**config.mk**
```make
export PLATFORM = sky130hd
export DESIGN_NAME = frame_transmitter
export DESIGN_NICKNAME = d
export VERILOG_FILES = /design/src/rtl/frame_transmitter.sv
export SDC_FILE = /design/constraint.sdc
export NUM_CORES = 1
export LEC_CHECK = 0
export ABC_AREA = 1
export BUFFER_PORTS_ARGS = -buffer_cell sky130_fd_sc_hd__buf_2
export CAP_MARGIN = 20
export CORE_ASPECT_RATIO = 0.9
export CORE_MARGIN = 2
export CORE_UTILIZATION = 52
export CTS_CLUSTER_SIZE = 14
export DETAILED_ROUTE_END_ITERATION = 16
export GPL_ROUTABILITY_DRIVEN = 0
export GPL_TIMING_DRIVEN = 1
export PLACE_DENSITY_LB_ADDON = 0.25
export SLEW_MARGIN = 10
export SYNTH_ARGS = -nofsm -noshare
export SYNTH_HDL_FRONTEND = slang
export SYNTH_SLANG_ARGS = --single-unit
```
**constraint.sdc**
```tcl
create_clock -name clk -period 30.6 [get_ports clk]
set_input_delay 1.53 -clock clk [delete_from_list [all_inputs] [get_ports clk]]
set_output_delay 1.53 -clock clk [all_outputs]
set_load 0.02 [all_outputs]
```
**src/rtl/frame_transmitter.sv**
```systemverilog
`default_nettype none
// ============================================================================
//  Module   : frame_transmitter
//  Purpose  : Avalon-MM configured Ethernet-style frame source feeding a
//             16-bit AXI-Stream. Each frame is 4 preamble words, 3 dst-MAC
//             words, 3 src-MAC words, 1 ethertype word and N payload words
//             (tlast on the final payload word). A 32-bit payload checksum
//             uses the same arithmetic as the frame_receptor.
//  Revision : 1.0  initial release
// ----------------------------------------------------------------------------
//  Ports
//    clk                 in   1   system clock
//    reset               in   1   asynchronous active-high reset
//    writedata           in   8   Avalon write data
//    write               in   1   Avalon write strobe
//    chipselect          in   1   Avalon chip select
//    address             in   8   Avalon byte address
//    read                in   1   Avalon read strobe
//    readdata            out  8   Avalon read data (one-cycle latency)
//    egress_port_tdata   out  16  stream data
//    egress_port_tvalid  out  1   stream valid
//    egress_port_tready  in   1   stream ready
//    egress_port_tlast   out  1   last payload word of frame
// ----------------------------------------------------------------------------
//  Optional feature macro: FRAME_TX_LFSR_EN
//    defined   : payload is a 16-bit Fibonacci LFSR (taps 16,14,13,11)
//    undefined : payload increments from the seed
// ============================================================================
module frame_transmitter #(
   parameter int IFG_CYCLES = 2,
   parameter int MAX_LEN    = 1500
) (
   input  logic        clk,
   input  logic        reset,
   input  logic [7:0]  writedata,
   input  logic        write,
   input  logic        chipselect,
   input  logic [7:0]  address,
   input  logic        read,
   output logic [7:0]  readdata,
   output logic [15:0] egress_port_tdata,
   output logic        egress_port_tvalid,
   input  logic        egress_port_tready,
   output logic        egress_port_tlast
);

   localparam logic [2:0] c_st_idle     = 3'd0;
   localparam logic [2:0] c_st_preamble = 3'd1;
   localparam logic [2:0] c_st_dst      = 3'd2;
   localparam logic [2:0] c_st_src      = 3'd3;
   localparam logic [2:0] c_st_type     = 3'd4;
   localparam logic [2:0] c_st_payload  = 3'd5;
   localparam logic [2:0] c_st_gap      = 3'd6;

   localparam logic [15:0] c_max_len  = 16'(MAX_LEN);
   localparam int          c_ifg_m1   = (IFG_CYCLES > 0) ? IFG_CYCLES - 1 : 0;
   localparam logic [15:0] c_ifg_last = 16'(c_ifg_m1);

   // live configuration registers
   logic [5:0][7:0] r_dst;
   logic [5:0][7:0] r_src;
   logic [7:0]      r_type_hi;
   logic [7:0]      r_type_lo;
   logic [7:0]      r_len_lo;
   logic [7:0]      r_len_hi;
   logic [7:0]      r_seed_lo;
   logic [7:0]      r_seed_hi;
   logic            r_continuous;

   // per-frame snapshot, so config writes during a frame only affect later ones
   logic [5:0][7:0] r_sh_dst;
   logic [5:0][7:0] r_sh_src;
   logic [15:0]     r_sh_type;
   logic [15:0]     r_sh_len;

   logic [2:0]  r_state;
   logic [15:0] r_cnt;
   logic [15:0] r_gap;
   logic [15:0] r_pay;
   logic [31:0] r_csum;
   logic [7:0]  r_fcount;
   logic        r_done;
   logic [7:0]  r_readdata;

   logic        w_wr;
   logic        w_rd;
   logic        w_beat;
   logic        w_last_word;
   logic        w_last_beat;
   logic        w_start;
   logic        w_restart;
   logic        w_begin;
   logic        w_busy;
   logic [15:0] w_len_prog;
   logic [15:0] w_len_eff;
   logic [15:0] w_seed_eff;
   logic [15:0] w_pay_next;
   logic [15:0] w_tdata;
   logic [7:0]  w_rdata;

   assign w_wr   = chipselect && write;
   assign w_rd   = chipselect && read;
   assign w_busy = (r_state != c_st_idle);

   // Stream outputs are decoded from registered state only, so they cannot
   // change while a word is stalled, and an async reset drops tvalid at once.
   assign egress_port_tvalid = (r_state == c_st_preamble) || (r_state == c_st_dst) ||
                               (r_state == c_st_src) || (r_state == c_st_type) ||
                               (r_state == c_st_payload);
   assign w_last_word        = (r_state == c_st_payload) && (r_cnt == r_sh_len - 16'd1);
   assign egress_port_tlast  = w_last_word;
   assign egress_port_tdata  = w_tdata;
   assign readdata           = r_readdata;

   assign w_beat      = egress_port_tvalid && egress_port_tready;
   assign w_last_beat = w_beat && w_last_word;

   assign w_start = w_wr && (address == 8'd16) && writedata[0] && (r_state == c_st_idle);

   // Continuous restart happens at the end of the gap, or straight from the
   // tlast beat when no gap is configured.
   always_comb begin
      if (IFG_CYCLES == 0) begin
         w_restart = r_continuous && w_last_beat;
      end else begin
         w_restart = r_continuous && (r_state == c_st_gap) && (r_gap == c_ifg_last);
      end
   end

   assign w_begin = w_start || w_restart;

   assign w_len_prog = {r_len_hi, r_len_lo};
   assign w_len_eff  = (w_len_prog == 16'd0)     ? 16'd1 :
                       (w_len_prog > c_max_len)  ? c_max_len : w_len_prog;

`ifdef FRAME_TX_LFSR_EN
   assign w_seed_eff = ({r_seed_hi, r_seed_lo} == 16'd0) ? 16'hACE1 : {r_seed_hi, r_seed_lo};
   assign w_pay_next = {r_pay[0] ^ r_pay[2] ^ r_pay[3] ^ r_pay[5], r_pay[15:1]};
`else
   assign w_seed_eff = {r_seed_hi, r_seed_lo};
   assign w_pay_next = r_pay + 16'd1;
`endif

   // word presented in each state; MAC word k = {byte 2k, byte 2k+1}
   always_comb begin
      w_tdata = 16'h0000;
      case (r_state)
         c_st_preamble: w_tdata = (r_cnt == 16'd3) ? 16'h55D5 : 16'h5555;
         c_st_dst: begin
            case (r_cnt[1:0])
               2'd0:    w_tdata = {r_sh_dst[0], r_sh_dst[1]};
               2'd1:    w_tdata = {r_sh_dst[2], r_sh_dst[3]};
               default: w_tdata = {r_sh_dst[4], r_sh_dst[5]};
            endcase
         end
         c_st_src: begin
            case (r_cnt[1:0])
               2'd0:    w_tdata = {r_sh_src[0], r_sh_src[1]};
               2'd1:    w_tdata = {r_sh_src[2], r_sh_src[3]};
               default: w_tdata = {r_sh_src[4], r_sh_src[5]};
            endcase
         end
         c_st_type:    w_tdata = r_sh_type;
         c_st_payload: w_tdata = r_pay;
         default:      w_tdata = 16'h0000;
      endcase
   end

   always_comb begin
      w_rdata = 8'h00;
      for (int i = 0; i < 6; i++) begin
         if (address == 8'(i))     w_rdata = r_dst[i];
         if (address == 8'(i + 6)) w_rdata = r_src[i];
      end
      case (address)
         8'd12:   w_rdata = r_type_hi;
         8'd13:   w_rdata = r_type_lo;
         8'd14:   w_rdata = r_len_lo;
         8'd15:   w_rdata = r_len_hi;
         8'd17:   w_rdata = {6'd0, r_done, w_busy};
         8'd18:   w_rdata = r_seed_lo;
         8'd19:   w_rdata = r_seed_hi;
         8'd20:   w_rdata = r_csum[7:0];
         8'd21:   w_rdata = r_csum[15:8];
         8'd22:   w_rdata = r_csum[23:16];
         8'd23:   w_rdata = r_csum[31:24];
         8'd24:   w_rdata = r_fcount;
         default: ;
      endcase
   end

   // register file and read port
   always_ff @(posedge clk or posedge reset) begin
      if (reset) begin
         r_dst        <= '0;
         r_src        <= '0;
         r_type_hi    <= 8'h00;
         r_type_lo    <= 8'h00;
         r_len_lo     <= 8'h00;
         r_len_hi     <= 8'h00;
         r_seed_lo    <= 8'h00;
         r_seed_hi    <= 8'h00;
         r_continuous <= 1'b0;
         r_readdata   <= 8'h00;
      end else begin
         r_readdata <= w_rd ? w_rdata : 8'h00;
         if (w_wr) begin
            for (int i = 0; i < 6; i++) begin
               if (address == 8'(i))     r_dst[i] <= writedata;
               if (address == 8'(i + 6)) r_src[i] <= writedata;
            end
            case (address)
               8'd12:   r_type_hi    <= writedata;
               8'd13:   r_type_lo    <= writedata;
               8'd14:   r_len_lo     <= writedata;
               8'd15:   r_len_hi     <= writedata;
               8'd16:   r_continuous <= writedata[1];
               8'd18:   r_seed_lo    <= writedata;
               8'd19:   r_seed_hi    <= writedata;
               default: ;
            endcase
         end
      end
   end

   // frame counter and sticky done; a set in the same cycle beats the read-clear
   always_ff @(posedge clk or posedge reset) begin
      if (reset) begin
         r_fcount <= 8'h00;
         r_done   <= 1'b0;
      end else if (w_last_beat) begin
         r_fcount <= r_fcount + 8'd1;
         r_done   <= 1'b1;
      end else if (w_rd && (address == 8'd17)) begin
         r_done   <= 1'b0;
      end
   end

   // frame sequencer
   always_ff @(posedge clk or posedge reset) begin
      if (reset) begin
         r_state   <= c_st_idle;
         r_cnt     <= 16'd0;
         r_gap     <= 16'd0;
         r_pay     <= 16'd0;
         r_csum    <= 32'd0;
         r_sh_dst  <= '0;
         r_sh_src  <= '0;
         r_sh_type <= 16'd0;
         r_sh_len  <= 16'd1;
      end else if (w_begin) begin
         r_sh_dst  <= r_dst;
         r_sh_src  <= r_src;
         r_sh_type <= {r_type_hi, r_type_lo};
         r_sh_len  <= w_len_eff;
         r_pay     <= w_seed_eff;
         r_csum    <= 32'd0;
         r_cnt     <= 16'd0;
         r_gap     <= 16'd0;
         r_state   <= c_st_preamble;
      end else begin
         case (r_state)
            c_st_preamble: begin
               if (w_beat) begin
                  if (r_cnt == 16'd3) begin
                     r_cnt   <= 16'd0;
                     r_state <= c_st_dst;
                  end else begin
                     r_cnt <= r_cnt + 16'd1;
                  end
               end
            end
            c_st_dst: begin
               if (w_beat) begin
                  if (r_cnt == 16'd2) begin
                     r_cnt   <= 16'd0;
                     r_state <= c_st_src;
                  end else begin
                     r_cnt <= r_cnt + 16'd1;
                  end
               end
            end
            c_st_src: begin
               if (w_beat) begin
                  if (r_cnt == 16'd2) begin
                     r_cnt   <= 16'd0;
                     r_state <= c_st_type;
                  end else begin
                     r_cnt <= r_cnt + 16'd1;
                  end
               end
            end
            c_st_type: begin
               if (w_beat) begin
                  r_cnt   <= 16'd0;
                  r_state <= c_st_payload;
               end
            end
            c_st_payload: begin
               if (w_beat) begin
                  r_csum <= r_csum + {16'h0000, r_pay};
                  r_pay  <= w_pay_next;
                  if (w_last_word) begin
                     r_cnt   <= 16'd0;
                     r_gap   <= 16'd0;
                     r_state <= (IFG_CYCLES == 0) ? c_st_idle : c_st_gap;
                  end else begin
                     r_cnt <= r_cnt + 16'd1;
                  end
               end
            end
            c_st_gap: begin
               if (r_gap == c_ifg_last) begin
                  r_state <= c_st_idle;
               end else begin
                  r_gap <= r_gap + 16'd1;
               end
            end
            default: r_state <= c_st_idle;
         endcase
      end
   end

endmodule
`default_nettype wire
```
-- Word-level counts from Yosys, hierarchy flattened
Cells that the tools add are included.
- register bits: 373
- input bits: 22
- output and inout port bits: 26
- add/sub/neg operators: 6
- $lt $le $gt $ge: 1
- eq/ne operators: 47
- muxes and demuxes: 54
- reductions and logical operators: 50
- operators by type and width (operator ; count):
    16-bit 2-to-1 mux ; 17
    8-bit 2-to-1 mux ; 14
    32-bit 2-to-1 mux ; 3
    16-bit case mux with 2 select lines ; 3
    8-bit case mux with 12 select lines ; 1
    16-bit case mux with 5 select lines ; 1
    8-bit by 5-bit equality test with 1-bit output, second input constant ; 9
    8-bit by 4-bit equality test with 1-bit output, second input constant ; 8
    16-bit case mux with 4 select lines ; 1
    16-bit by 1-bit adder with 16-bit output, second input constant ; 3
    2-bit AND reduction ; 20
    3-bit 2-to-1 mux ; 11
    32-bit by 16-bit adder with 32-bit output ; 1
    16-bit by 2-bit equality test with 1-bit output, second input constant ; 2
    8-bit by 3-bit equality test with 1-bit output, second input constant ; 4
    3-bit != test, second input constant ; 7
    3-bit case mux with 6 select lines ; 1
    16-bit by 1-bit equality test with 1-bit output, second input constant ; 1
    16-bit equality test ; 1
    8-bit by 2-bit equality test with 1-bit output, second input constant ; 2
    16-bit by 11-bit greater-than comparator with 1-bit output, second input constant ; 1
    16-bit zero test ; 1
    16-bit by 1-bit subtractor with 16-bit output, second input constant ; 1
    3-bit by 2-bit != test with 1-bit output, second input constant ; 4
    other kinds (20) ; 41

-- Logic depth before layout (Yosys ltp)
- depth in word-level cells: 15
- mapped depth: 17
- depth with buffers taken out: 15

-- Worst setup path after synthesis
OpenSTA, ideal clock, no wires.
- path type: register -> output
- start: register r_sh_len[0]
- end: output port egress_port_tlast
- arrival: 1.838 ns
- required time: 29.070 ns
- path slack: 27.232 ns
- cell stages (with the launch flop): 13
- buffers on the path: 0
- path through: dfstp_2 > inv_2 > ha_1 > or2_1 > nand2_1 > nand2_1 > nand2_1 > nand2_1 > nor2_1 > nand3_1 > nor2_2 > nand3_4 > inv_1
- cells in the longest elaborated chain, start to end: 3
- RTL lines (element ; line ; RTL):
    start: declaration ; 74 ; logic [15:0] r_sh_len;
    start signal: assignment ; 255 ; r_sh_len <= w_len_eff;
    16-bit by 1-bit subtractor with 16-bit output ; 110 ; assign w_last_word = (r_state == c_st_payload) && (r_cnt == r_sh_len - 16'd1);
    16-bit equality test ; 110 ;
    1-bit logical AND ; 110 ;
    end: declaration ; 44 ; output logic egress_port_tlast
No other way between the ends.

-- Worst setup path in the final report
- start: register r_cnt[1]
- end: output port egress_port_tdata[7]
- cells in the longest elaborated chain, start to end: 3
- elaborated cells between the ends (all ways): 7
- classes of those cells: eq/ne: 2; mux: 4; reduce/logical: 1
- RTL lines (element ; line ; RTL):
    start: declaration ; 77 ; logic [15:0] r_cnt;
    start signal: assignment ; 269 ; r_cnt <= r_cnt + 16'd1;
    start signal: assignment ; 279 ; r_cnt <= r_cnt + 16'd1;
    start signal: assignment ; 289 ; r_cnt <= r_cnt + 16'd1;
    16-bit by 2-bit equality test with 1-bit output (tied with other cells) ; 148 ; c_st_preamble: w_tdata = (r_cnt == 16'd3) ? 16'h55D5 : 16'h5555;
    8-bit 2-to-1 mux (tied with other cells) ; 148 ;
    16-bit case mux with 5 select lines (*) ; 147 ; case (r_state)
    end: declaration ; 41 ; output logic [15:0] egress_port_tdata,
Mark *: on every way between the ends. The rest lies on a longest branch, timed or not.

==> key figures <==
Drt
  • Vias per inst: 5.87
  • Routed via count: 18,600
  • Antenna-violating nets left: 0
  • Routed len/inst: 19.4 um
  • DRT Wirelength: 61,300 um
  • DRC violations left: 0
  • Drt initial violations: 1,932
  • Detailed-routing iteration count for the pre-antenna-repair pass: 9

Layout
  • # diodes: 0
  • Filler-free cell count of the finished design: 3,162
  • Fill cell total of the finished layout: 3,536
  • Synth-to-layout area growth: 9.67%
  • Sequential cell area: 0.00934 mm^2
  • Share of post-route cells with drive strength above 1: 8.27%
  • Area occupied by multi-input gates: 0.00942 mm^2
  • Net total in the final layout: 2,691

Logic synthesis
  • Fraction of the mapped netlist area in simple logic gates: 30.2%
  • Synthesized cell area: 0.0201 mm^2
  • Fraction of the yosys area taken by sequential cells: 46.5%
  • Main combinational cell family by area after synthesis: simple AND/OR/NAND/NOR gates
  • Post-synthesis register bit count: 373
  • Most instantiated flip-flop cell in the synthesis netlist: sky130_fd_sc_hd__dfrtp_1
  • Mux cell area share after synthesis: 0%
  • Mapped Nets: 2,685
  • Synth unique cells: 60
  • Synth Area per Inst: 7.61 um^2
  • Cell count after synthesis: 2,637
  • XOR/XNOR Fraction of Synth Area: 2.22%
  • Number of enable-type register cells in the synthesized netlist: 0
  • Post-synthesis compound-gate area fraction: 12.8%
  • Synth warn: 0
  • Share of async-settable or async-resettable flops after synthesis: 100%
  • Share of synthesized cell area in full adder, half adder and majority cells: 1.66%

Clocking
  • Post-CTS Setup Bufs: 0
  • # hold bufs at CTS: 0
  • CTS root buffer: sky130_fd_sc_hd__clkbuf_16
  • H-tree depth reported by CTS: 2
  • Later-pin clock latency in the skew report: 0.56 ns
  • Clock buffers created by TritonCTS: 41
  • TritonCTS Sinks: 373
  • Number of gates resized after cts: 0
  • Maximum buffer depth of the clock tree: 3
  • Clock-pin slew of the registers on the worst-case setup and hold paths: 0.06 ns
  • Clock tree from TritonCTS: done

Placed design
  • Detailed Place HPWL: 43,900 um
  • I/O Buffers: 47
  • Number of cells after detailed placement: 3,090
  • Pre-CTS setup slack: 26.24 ns

Critical path
  • Element type at the critical path end: output port
  • End of the worst register-to-register path: r_sh_len[5]
  • Reg2reg setup slack: 27.10 ns
  • Crit path max fanout: 33
  • FF-to-FF path depth: 12
  • WS Path Type: flop to output port
  • Critical R2R Launch: r_state[0]
  • Worst Path Required: 29.07 ns
  • Worst Path Arrival: 3.55 ns
  • Launching element type of the critical path: flop

STA
  • Final-layout setup total negative slack: 0 ns
  • Worst setup margin: 25.52 ns
  • Minimum clock period: 5.08 ns
  • Number of setup violations in the final report: 0
  • Final period utilization: 16.6%
  • RSZ-0062 raised after global routing: false
  • Hold violation count in the final report: 0
  • Number of pins exceeding their max-slew limit in the final report: 0
  • Transition time of the tightest slew-check pin: 1.08 ns
  • F_max: 0.197 GHz
  • Worst clock skew on the final layout: 0.0163 ns
  • Relative slew slack: 28.1%

Pwr
  • Fraction of power spent switching nets: 33.1%
  • Cell internal power dissipation: 0.929 mW
  • Ratio of total power to cell area: 63.1 mW/mm^2
  • Static Leak: 10.6 nW
  • Worst IR drop on VDD: 0.0517 mV
  • Net Switching: 0.459 mW
  • Clk pwr share: 38.4%
  • Design Power: 1.39 mW
  • Sequential group share of total power: 40.4%
  • Comb pwr share: 21.2%

Worst hold path
  • Worst Hold Path EP: r_sh_dst[20]
  • Worst Hold Launch: r_sh_dst[20]
  • Cell depth of the worst min-delay path: 2
  • Hold Crit Class: flop to flop

Floorplanning
  • Number of top-level design ports: 48
  • Die footprint: 0.0402 mm^2
  • Die width: 211 um
  • Die height: 190 um
  • Initial standard-cell utilization of the core: 52.6%
  • # rows: 68
  • Total core area: 0.0382 mm^2

Status
  • Result of the run: finished clean

Global route
  • Number of antenna violations at the first check in global routing: 0
  • Global router's overall resource usage: 31.1%
  • Via count of the first global-routing pass: 17,700
  • Largest net degree at the start of global routing: 123
  • Global-route wire length before repair: 97,500 um
  • Residual overflow from global routing: 0

Run
  • Number of violations of the max-capacitance limit: 0
routing by layer:
metal  global-route usage (%)  vias to the layer above  wire [um]
met1                     41.9                     8856      25100
met5                    0.123                        -          0
met2                     49.0                      857      27800
met3                     5.12                      190       5200
li1                         -                     8670          -
met4                     15.2                        0       3280
through the flow:
step | hold slack, ns | cell area, um^2 | utilization, %
after floorplan | 0.438 | 20100 | -
after global placement | 0.453 | 20600 | 53.9
after detailed placement | 0.458 | 20600 | 53.9
after CTS | 0.472 | 22000 | 57.6
after global routing | 0.495 | 22000 | 57.6
final | 0.471 | 22000 | 57.6
layout make-up:
class / instances / area share, %
clock buffer: 58 / 5.41
clock inverter: 14 / 1.15
inverter: 233 / 4.06
multi-input combinational: 1936 / 42.8
sequential: 373 / 42.4
tap: 490 / 2.78
timing repair buffer: 58 / 1.44
state kept, by name, summed over array words and instances, names as in the netlist:
name and flops:
r_continuous 1, r_type_lo 8, r_cnt 16, r_gap 16
readdata 8, r_pay 16, r_len_lo 8, r_state 3
r_sh_src 48, r_src 48, r_sh_len 16, r_fcount 8
r_csum 32, r_done 1, r_dst 48, r_seed_lo 8
r_sh_dst 48, r_seed_hi 8, r_sh_type 16, r_len_hi 8
r_type_hi 8
placed cells by master, fill, tap and decap left out, types with 13 or more instances in the layout:
cell	instances
sky130_fd_sc_hd__clkbuf_16	42
sky130_fd_sc_hd__dfrtp_1	372
sky130_fd_sc_hd__a31oi_1	22
sky130_fd_sc_hd__nand3_1	124
sky130_fd_sc_hd__nor2_1	133
sky130_fd_sc_hd__o22ai_1	36
sky130_fd_sc_hd__xor2_1	37
sky130_fd_sc_hd__o21ai_0	272
sky130_fd_sc_hd__nand4_1	75
sky130_fd_sc_hd__nor2_2	19
sky130_fd_sc_hd__inv_1	208
sky130_fd_sc_hd__ha_1	25
sky130_fd_sc_hd__nand2_2	16
sky130_fd_sc_hd__nand2_1	941
sky130_fd_sc_hd__a21oi_1	67
sky130_fd_sc_hd__nor3_1	39
sky130_fd_sc_hd__buf_2	47
sky130_fd_sc_hd__a221oi_1	13
sky130_fd_sc_hd__inv_2	14
power groups by stage:
stage / registers (mW) / logic (mW) / clock network [mW]
finish: 0.561 / 0.294 / 0.534
global route: 0.565 / 0.323 / 0.558
CTS: 0.559 / 0.288 / 0.539
detailed placement: 0.568 / 0.286 / 0
global placement: 0.567 / 0.281 / 0
floorplan: 0.555 / 0.212 / 0
critical path, stage by stage, from the launching register on:
cell and delay [ns]:
sky130_fd_sc_hd__dfrtp_1 0.45, sky130_fd_sc_hd__inv_1 0.11, sky130_fd_sc_hd__ha_1 0.15, sky130_fd_sc_hd__buf_4 0.34, sky130_fd_sc_hd__nor2_1 0.10, sky130_fd_sc_hd__buf_4 0.23, sky130_fd_sc_hd__nand2_1 0.10, sky130_fd_sc_hd__a31oi_1 0.07
sky130_fd_sc_hd__a2111oi_0 0.74, sky130_fd_sc_hd__o21ai_0 0.40, sky130_fd_sc_hd__buf_2 0.27
how the worst max path moves through the flow:
stage / endpoint / depth (start not counted) / start
CTS: egress_port_tdata[7] / 10 / r_cnt[1]
global route: egress_port_tdata[7] / 10 / r_cnt[1]
global placement: egress_port_tdata[7] / 10 / r_cnt[1]
finish: egress_port_tdata[7] / 10 / r_cnt[1]
detailed placement: egress_port_tdata[7] / 10 / r_cnt[1]
floorplan: r_cnt[0] / 1 / reset
cells by family after synthesis:
kind of cell               count (synthesis)
and+or+nand+nor                         1403
AOI/OAI and AO/OA                        457
DFF                                      373
buffers and inverters                    328
xor gates and xnor gates                  50
adders and majority gates                 26
synthesized netlist by cell type (all sizes together) (5+ instances only):
| cell type | number | area share (%) |
|---|---|---|
| nand2 | 964 | 19 |
| dfrtp | 372 | 46 |
| o21ai | 279 | 7.0 |
| inv | 227 | 4.3 |
| nor2 | 161 | 3.7 |
| nand3 | 131 | 3.5 |
| nand4 | 76 | 2.4 |
| a21oi | 69 | 1.8 |
| clkbuf | 58 | 1.1 |
| nor3 | 42 | 1.2 |
| xor2 | 38 | 1.7 |
| buf | 37 | 1.2 |
| o22ai | 36 | 1.1 |
| ha | 25 | 1.6 |
| a31oi | 22 | 0.69 |
| a221oi | 13 | 0.57 |
| nor4 | 12 | 0.37 |
| xnor2 | 12 | 0.52 |
| or2 | 11 | 0.34 |
| o211ai | 7 | 0.26 |
| clkinv | 6 | 0.11 |
| a2111o | 5 | 0.28 |
| a31o | 5 | 0.22 |
Power figures use the tool's default switching activity.
